==> src/rtl/ram_port_arbiter_if.sv <==
// ram_port_arbiter_if: CPU, debug and RAM-side signals of the shared data-RAM port
interface ram_port_arbiter_if #(
   parameter int Width = 32,
   parameter int AddrWidth = 30
);
   logic                 cpuReq;
   logic                 cpuWrite;
   logic [AddrWidth-1:0] cpuAddr;
   logic [Width-1:0]     cpuWData;
   logic                 cpuStall;
   logic [Width-1:0]     cpuRData;
   logic                 cpuValid;
   logic                 dbgReq;
   logic                 dbgWrite;
   logic [AddrWidth-1:0] dbgAddr;
   logic [Width-1:0]     dbgWData;
   logic                 dbgGnt;
   logic [Width-1:0]     dbgRData;
   logic                 dbgValid;
   logic                 ramRead;
   logic                 ramWrite;
   logic [AddrWidth-1:0] ramAddr;
   logic [Width-1:0]     ramWData;
   logic [Width-1:0]     ramRData;
   modport slave (
      input  cpuReq, cpuWrite, cpuAddr, cpuWData, dbgReq, dbgWrite, dbgAddr, dbgWData, ramRData,
      output cpuStall, cpuRData, cpuValid, dbgGnt, dbgRData, dbgValid, ramRead, ramWrite, ramAddr, ramWData
   );
   modport master (
      output cpuReq, cpuWrite, cpuAddr, cpuWData, dbgReq, dbgWrite, dbgAddr, dbgWData, ramRData,
      input  cpuStall, cpuRData, cpuValid, dbgGnt, dbgRData, dbgValid, ramRead, ramWrite, ramAddr, ramWData
   );
endinterface

==> src/rtl/ram_port_arbiter.sv <==
// ram_port_arbiter: arbitrates the data-RAM port between CPU and debug; define RAM_ARB_DBG_WRITE_EN to let debug writes reach the RAM
module ram_port_arbiter #(
   parameter int Width = 32,
   parameter int AddrWidth = 30,
   parameter int StarveLimit = 4
) (
   input logic clk,
   input logic resetN,
   ram_port_arbiter_if.slave bus
);
   typedef enum logic [1:0] {IDLE, CPU_RD, DBG_RD} state_t;
   localparam logic [3:0] Limit = 4'(StarveLimit);
   state_t state_q, state_d;
   logic [3:0] starve_q, starve_d;
   logic [Width-1:0] cpu_rdata_q, cpu_rdata_d, dbg_rdata_q, dbg_rdata_d;
   logic idle, dbg_pick, cpu_pick, dbg_wr;
`ifdef RAM_ARB_DBG_WRITE_EN
   assign dbg_wr = bus.dbgWrite;
`else
   assign dbg_wr = 1'b0;
`endif
   always_ff @(posedge clk) begin
      if (!resetN) begin
         state_q     <= IDLE;
         starve_q    <= '0;
         cpu_rdata_q <= '0;
         dbg_rdata_q <= '0;
      end else begin
         state_q     <= state_d;
         starve_q    <= starve_d;
         cpu_rdata_q <= cpu_rdata_d;
         dbg_rdata_q <= dbg_rdata_d;
      end
   end
   always_comb begin
      idle         = resetN && state_q == IDLE;
      dbg_pick     = idle && bus.dbgReq && (starve_q == Limit || !bus.cpuReq);
      cpu_pick     = idle && bus.cpuReq && !dbg_pick;
      bus.cpuValid = resetN && state_q == CPU_RD;
      bus.dbgValid = resetN && state_q == DBG_RD;
      bus.cpuRData = bus.cpuValid ? bus.ramRData : (resetN ? cpu_rdata_q : '0);
      bus.dbgRData = bus.dbgValid ? bus.ramRData : (resetN ? dbg_rdata_q : '0);
      cpu_rdata_d  = bus.cpuRData;
      dbg_rdata_d  = bus.dbgRData;
      bus.dbgGnt   = dbg_pick;
      bus.ramRead  = (cpu_pick && !bus.cpuWrite) || (dbg_pick && !bus.dbgWrite);
      bus.ramWrite = (cpu_pick && bus.cpuWrite) || (dbg_pick && dbg_wr);
      bus.ramAddr  = dbg_pick ? bus.dbgAddr : (cpu_pick ? bus.cpuAddr : '0);
      bus.ramWData = dbg_pick ? bus.dbgWData : (cpu_pick ? bus.cpuWData : '0);
      bus.cpuStall = bus.cpuReq && !(cpu_pick && bus.cpuWrite) && !bus.cpuValid;
      state_d      = bus.ramRead ? (dbg_pick ? DBG_RD : CPU_RD) : IDLE;
      starve_d     = (!bus.dbgReq || dbg_pick) ? '0 : (starve_q == Limit ? starve_q : starve_q + 4'd1);
   end
endmodule

==> src/flat_wrapper.sv <==
// flat-port wrapper written by rule: the top's interface ports become plain ports
module ram_port_arbiter_flat 
#(
   parameter int Width = 32,
   parameter int AddrWidth = 30,
   parameter int StarveLimit = 4
)
  (clk, resetN, bus_cpuReq, bus_cpuWrite, bus_cpuAddr, bus_cpuWData, bus_dbgReq, bus_dbgWrite, bus_dbgAddr, bus_dbgWData, bus_ramRData, bus_cpuStall, bus_cpuRData, bus_cpuValid, bus_dbgGnt, bus_dbgRData, bus_dbgValid, bus_ramRead, bus_ramWrite, bus_ramAddr, bus_ramWData);
  ram_port_arbiter_if #(.Width(Width), .AddrWidth(AddrWidth)) bus_i ();
  input logic clk;
  input logic resetN;
  input wire logic [$bits(bus_i.cpuReq)-1:0] bus_cpuReq;
  input wire logic [$bits(bus_i.cpuWrite)-1:0] bus_cpuWrite;
  input wire logic [$bits(bus_i.cpuAddr)-1:0] bus_cpuAddr;
  input wire logic [$bits(bus_i.cpuWData)-1:0] bus_cpuWData;
  input wire logic [$bits(bus_i.dbgReq)-1:0] bus_dbgReq;
  input wire logic [$bits(bus_i.dbgWrite)-1:0] bus_dbgWrite;
  input wire logic [$bits(bus_i.dbgAddr)-1:0] bus_dbgAddr;
  input wire logic [$bits(bus_i.dbgWData)-1:0] bus_dbgWData;
  input wire logic [$bits(bus_i.ramRData)-1:0] bus_ramRData;
  output wire logic [$bits(bus_i.cpuStall)-1:0] bus_cpuStall;
  output wire logic [$bits(bus_i.cpuRData)-1:0] bus_cpuRData;
  output wire logic [$bits(bus_i.cpuValid)-1:0] bus_cpuValid;
  output wire logic [$bits(bus_i.dbgGnt)-1:0] bus_dbgGnt;
  output wire logic [$bits(bus_i.dbgRData)-1:0] bus_dbgRData;
  output wire logic [$bits(bus_i.dbgValid)-1:0] bus_dbgValid;
  output wire logic [$bits(bus_i.ramRead)-1:0] bus_ramRead;
  output wire logic [$bits(bus_i.ramWrite)-1:0] bus_ramWrite;
  output wire logic [$bits(bus_i.ramAddr)-1:0] bus_ramAddr;
  output wire logic [$bits(bus_i.ramWData)-1:0] bus_ramWData;
  assign bus_i.cpuReq = bus_cpuReq;
  assign bus_i.cpuWrite = bus_cpuWrite;
  assign bus_i.cpuAddr = bus_cpuAddr;
  assign bus_i.cpuWData = bus_cpuWData;
  assign bus_i.dbgReq = bus_dbgReq;
  assign bus_i.dbgWrite = bus_dbgWrite;
  assign bus_i.dbgAddr = bus_dbgAddr;
  assign bus_i.dbgWData = bus_dbgWData;
  assign bus_i.ramRData = bus_ramRData;
  assign bus_cpuStall = bus_i.cpuStall;
  assign bus_cpuRData = bus_i.cpuRData;
  assign bus_cpuValid = bus_i.cpuValid;
  assign bus_dbgGnt = bus_i.dbgGnt;
  assign bus_dbgRData = bus_i.dbgRData;
  assign bus_dbgValid = bus_i.dbgValid;
  assign bus_ramRead = bus_i.ramRead;
  assign bus_ramWrite = bus_i.ramWrite;
  assign bus_ramAddr = bus_i.ramAddr;
  assign bus_ramWData = bus_i.ramWData;
  ram_port_arbiter #(.Width(Width), .AddrWidth(AddrWidth), .StarveLimit(StarveLimit)) u_core (.clk(clk), .resetN(resetN), .bus(bus_i));
endmodule
==> config.mk <==
export PLATFORM = sky130hd
export DESIGN_NAME = ram_port_arbiter_flat
export DESIGN_NICKNAME = d
export VERILOG_FILES = /design/src/rtl/ram_port_arbiter_if.sv /design/src/rtl/ram_port_arbiter.sv /design/src/flat_wrapper.sv
export SDC_FILE = /design/constraint.sdc
export NUM_CORES = 1
export LEC_CHECK = 0
export BUFFER_PORTS_ARGS = -buffer_cell sky130_fd_sc_hd__buf_2
export CORE_UTILIZATION = 25
export DETAILED_ROUTE_END_ITERATION = 12
export GPL_ROUTABILITY_DRIVEN = 0
export SLEW_MARGIN = 40
export SYNTH_ARGS = -nofsm -noshare
export SYNTH_HDL_FRONTEND = slang
export SYNTH_SLANG_ARGS = --single-unit
==> constraint.sdc <==
create_clock -name clk -period 3.9 [get_ports clk]
set_input_delay 0.195 -clock clk [delete_from_list [all_inputs] [get_ports clk]]
set_output_delay 0.195 -clock clk [all_outputs]
set_load 0.01 [all_outputs]
## Word level (Yosys, flattened, before mapping)

Index checks and enable logic that the tools add are counted.

| storage, ports and cells | value |
|---|---|
| bits in registers | 70 |
| bits in latches | 0 |
| memory bits (writable) | 0 |
| memory bits (read-only) | 0 |
| bits of input ports | 162 |
| word-level logic and storage cells | 43 |
| memories | 0 |

| operators by class | value |
|---|---|
| add/subtract/negate cells | 1 |
| multiply operators | 0 |
| div/mod/pow operators | 0 |
| magnitude comparators | 0 |
| equal/unequal tests | 3 |
| shifts and indexed selects | 0 |
| mux-type cells | 9 |
| bitwise logic cells | 1 |
| reduce and logical (&&, ||, !) cells | 25 |

Operators by type and width:

| operator | count |
|---|---|
| 2-to-1 mux 32 bit | 6 |
| 2-to-1 mux 30 bit | 2 |
| logical AND 1 bit | 12 |
| logical NOT 1 bit | 7 |
| adder 4 x 1 -> 4 bit, second input constant | 1 |
| equality test 4 x 3 -> 1 bit, second input constant | 1 |
| logical OR 1 bit | 3 |
| equality test 2 x 1 -> 1 bit, second input constant | 1 |
| equality test 2 bit, second input constant | 1 |
| logical NOT 2 bit | 1 |
| 2-to-1 mux 2 bit | 1 |
| AND reduction 2 bit | 1 |
| OR reduction 2 bit | 1 |
| NOT 1 bit | 1 |

## Longest topological paths before layout

| depth | value |
|---|---|
| depth in word-level cells | 10 |
| mapped depth | 8 |
| mapped depth without buffers | 6 |

## Least setup slack after synthesis

Ideal clock, no wire load.

| timing | value |
|---|---|
| path kind | flip-flop to output port |
| start point | register u_core.starve_q[0] |
| end point | output port bus_ramAddr[0] |
| arrival time | 1.604 ns |
| required time | 3.705 ns |
| path slack | 2.101 ns |
| stages on the path, launching flop included | 9 |
| buffers on the path | 3 |
| path through | dfxtp_1 > inv_1 > ha_1 > nand3b_1 > a21o_1 > clkbuf_1 > buf_6 > buf_6 > mux2i_1 |

| between the ends | value |
|---|---|
| word-level cells in the longest chain between the ends | 7 |

Ends and longest elaborated chain:

| element | RTL line | text |
|---|---|---|
| start: declaration | ram_port_arbiter.sv:14 | `logic [3:0] starve_q, starve_d;` |
| start signal: assignment | ram_port_arbiter.sv:30 | `starve_q <= starve_d;` |
| equality test 4 x 3 -> 1 bit * | ram_port_arbiter.sv:37 | `dbg_pick = idle && bus.dbgReq && (starve_q == Limit \|\| !bus.cpuReq);` |
| logical OR 1 bit * | ram_port_arbiter.sv:37 |  |
| logical AND 1 bit * | ram_port_arbiter.sv:37 |  |
| logical NOT 1 bit | ram_port_arbiter.sv:38 | `cpu_pick = idle && bus.cpuReq && !dbg_pick;` |
| logical AND 1 bit | ram_port_arbiter.sv:38 |  |
| 2-to-1 mux 30 bit | ram_port_arbiter.sv:48 | `bus.ramAddr = dbg_pick ? bus.dbgAddr : (cpu_pick ? bus.cpuAddr : '0);` |
| 2-to-1 mux 30 bit * | ram_port_arbiter.sv:48 |  |
| end: declaration | flat_wrapper.sv:29 | `output wire logic [$bits(bus_i.ramAddr)-1:0] bus_ramAddr;` |

Every way passes the cells marked *; elsewhere a longest branch is shown, timed or not.

## Worst setup path after layout

| timing | value |
|---|---|
| start point | register u_core.starve_q[0] |
| end point | output port bus_ramWData[19] |

| between the ends | value |
|---|---|
| word-level cells in the longest chain between the ends | 7 |

Ends and longest elaborated chain:

| element | RTL line | text |
|---|---|---|
| equality test 4 x 3 -> 1 bit * | ram_port_arbiter.sv:37 |  |
| logical OR 1 bit * | ram_port_arbiter.sv:37 |  |
| logical AND 1 bit * | ram_port_arbiter.sv:37 |  |
| logical NOT 1 bit | ram_port_arbiter.sv:38 |  |
| logical AND 1 bit | ram_port_arbiter.sv:38 |  |
| 2-to-1 mux 32 bit | ram_port_arbiter.sv:49 | `bus.ramWData = dbg_pick ? bus.dbgWData : (cpu_pick ? bus.cpuWData : '0);` |
| 2-to-1 mux 32 bit * | ram_port_arbiter.sv:49 |  |
| end: declaration | flat_wrapper.sv:30 | `output wire logic [$bits(bus_i.ramWData)-1:0] bus_ramWData;` |

Marks and branches as above.

==> metrics.md <==
| Metric | Value |
|---|---|
| Reg-to-reg slack, setup | 1.91 ns |
| Unrepaired setup endpoints after global routing | no |
| Die Area | 16900 sq um |
| Share of layout cells above drive strength 1 | 40.2% |
| Synth cell types | 28 |
| Synth top cells by count | nand2_1, dfxtp_1, inv_1 |
| Clock Pin Slew Worst Setup and Hold Paths | 0.05 ns |
| Worst hold path class | input pin to register |
| Post-route ant nets | 0 |
| Gate power share | 19.3% |
| Reg2reg start | u_core.starve_q[0]$_SDFFE_PP0N_ |
| Initial DRT Pass Iterations | 4 |
| Vias in the first global route | 4012 |
| Synth Flop Type | dfxtp_1 |
| MaxCap Viol Count | 0 |
| CP Max Fanout | 45 |
| Mapped Area | 4100 sq um |
| CP cell instances | inv_1 -> ha_1 -> nand3b_1 -> a21o_4 -> buf_4 -> mux2i_1 -> buf_2 |
| Horiz. Die Dim | about 130 um |
| DP HPWL | 11.5 mm |
| Crit path arrival time | 2.54 ns |
| Fraction of registers with async set or reset after synthesis | 0% |
| Fillers | 1699 |
| Share of the synthesized area in the top cell type | roughly 34% |
| Clk Latency, worst-skew pair | 0.32 ns |
| Largest net degree at the start of global routing | between 60 and 70 |
| Worst hold path endpoint | u_core.state_q[1]$_SDFF_PN0_ |
| Max-slew violations | 0 |
| Critical path's slowest cell | a21o_4 |
| Final setup vio count | 0 |
| CP max stage delay | 0.61 ns |
| Detailed-route via count | approximately 4500 |
| Die H | 130 um |
| Count leader, synth | nand2_1 |
| Cells on worst reg2reg path | 6 |
| Sum of negative setup slack | 0 ns |
| Drt total wl | 14.3 mm |
| GRT Util Overall | 16.4% |
| WS Path Type | register to primary output |
| Final period utilization | roughly 70% |
| Pleak | 3.58 nW |
| Sequential-to-total area share from yosys stat | 34.2% |
| H-tree depth | 3 |
| Worst slew pin tran | 0.718 ns |
| Avg Vias per Cell | 4.38 |
| Overflow after GRT | 0 |
| P_sw | between 0.4 and 0.5 mW |
| Max VDD drop | 0.000214 V |
| Buf/Inv on CP | 3 |
| Post-route DRC | 0 |
| Row count | 46 |
| Nets | 960 |
| First-pass GRT wire length | around 21 mm |
| Syn_area_per_cell | 7.79 sq um |
| Outcome | finished clean |
| Worst Path Required | 3.70 ns |
| 1st-iter DRT viols | 248 |
| Initial antenna violation count | 2 |
| HP Start | bus_dbgWrite |
| Number of buffers added on ports | 293 |
| P_int | ~1.4 mW |
| Deepest clock path buffer count | 2 |
| IO Pins | 294 |
| TritonCTS buffer count | 9 |
| Ys Warns | 0 |
| Sequential share of power | 39.3% |
| Worst setup SP type | register |
| Setup Fix Bufs, Post-CTS | 0 |
| Max Freq | 0.366 GHz |
| Setup Skew | approximately 0.0049 ns |
| Clock Tree Root | clkbuf_16 |
| Largest area contributor in the synthesized netlist | dfxtp_1 |
| Hold Buf Count CTS | 0 |
| Syn nets | just under 700 |
| Reg2reg end | u_core.starve_q[2]$_SDFFE_PP0N_ |
| Core outline area | around 16000 sq um |
| TritonCTS clock tree | built |
| Post-CTS sizing | 0 |
| Area contributors post-synth | dfxtp_1, mux2i_1, a22o_1, nand2_1, o21ai_0 |
| Clk sinks | 70 |
| Min Clock Period, post-route | 2.73 ns |
| Final core occ | 37.5% |
| Layout area overhead | 46.1% |
| Number of synthesized register bits | 70 |
| Clock share of power | roughly two fifths |
| Synthesized instance count | 526 |
| Sw Share | 26.2% |
| PD cells | 316 nW/um^2 |
| Effective utilization at floorplan | 25.7% |
| Post-synth EDFFs | 0 |
| Rel. slew slack | between 50% and 60% |
| Worst Hold Depth | 2 |
| Diodes inserted | 0 |
| Crit. End Element | primary output |
| Final Hold Vio Count | 0 |
| CP delay by family, top | buffers and inverters |
| Routed WL per cell | about 14 um |
power by group through the flow:
stage                     Clock [mW]  Sequential (mW)  Combinational [mW]
after global routing           0.843            0.746               0.405
after floorplan                    0            0.757               0.184
after detailed placement           0            0.759               0.371
after CTS                      0.809            0.744               0.372
final                          0.783            0.744               0.366
after global placement             0            0.759               0.369
final cells by class:
type | instances | area, sq um | share of cell area, %
Inverter | 67 | 251 | 4.20
Clock inverter | 4 | 47.5 | 0.794
Tap cell | 216 | 270 | 4.52
Clock buffer | 12 | 236 | 3.95
Sequential cell | 70 | 1400 | 23.4
Multi-Input combinational cell | 345 | 2220 | 37.2
Timing Repair Buffer | 303 | 1550 | 26.0
layer usage:
metal	track usage (%)	share of wire [%]	vias to the layer above
met3	4.51	7.0	18
met2	27.7	48	174
li1	-	-	2314
met5	0	0.16	-
met4	6.50	2.4	4
met1	19.7	43	1944
worst max-delay path by stage:
stage / to / cells after the start / from
floorplan: bus_ramAddr[0] / 8 / u_core.starve_q[0]$_SDFFE_PP0N_
global placement: bus_ramWData[12] / 6 / resetN
detailed placement: bus_ramWData[12] / 6 / resetN
CTS: bus_ramWData[19] / 7 / u_core.starve_q[0]$_SDFFE_PP0N_
global route: bus_ramAddr[3] / 7 / u_core.starve_q[0]$_SDFFE_PP0N_
finish: bus_ramWData[19] / 7 / u_core.starve_q[0]$_SDFFE_PP0N_
cell usage in the layout (no fill, tap or decap), types with 2 or more instances in the layout:
cell       synthesis  routed
buf_2             25     293
nand2_1          127     127
dfxtp_1           70      70
inv_1             67      67
a22o_1            64      64
mux2i_1           64      64
o21ai_0           63      63
clkbuf_16          0       9
buf_4              4       9
nand3_1            3       3
nor2_1             3       3
clkbuf_1          11       3
o211ai_1           2       2
a21oi_1            2       2
ha_1               2       2
clkinv_2           0       2
flip-flops by register name, indices dropped and copies added (netlist names):
register	cells
u_core.cpu_rdata_q	32
u_core.dbg_rdata_q	32
u_core.starve_q	4
u_core.state_q	2
cells by family after synthesis:
family	after synthesis	synth area share, %
AND/OR/NAND/NOR	142	14.4
multiplexers	64	15.6
flip-flops	70	34.2
buffers and inverters	111	12.0
adder cells (fa/ha/maj)	2	0.611
XOR/XNOR	1	0.214
AO/OA/AOI/OAI	136	22.9
stage by stage:
stage	setup WS (ns)	area, sq um	cells	total power [mW]	hold WS (ns)
after global routing	0.941	5990	1017	1.99	0.0666
after global placement	1.39	5700	1001	1.13	0.406
after floorplan	2.10	4100	526	0.941	0.267
after CTS	1.13	5990	1017	1.92	0.0537
after detailed placement	1.37	5700	1001	1.13	0.403
final	1.17	5990	1017	1.89	0.0709
No activity file was read; power rests on OpenSTA's default activity.
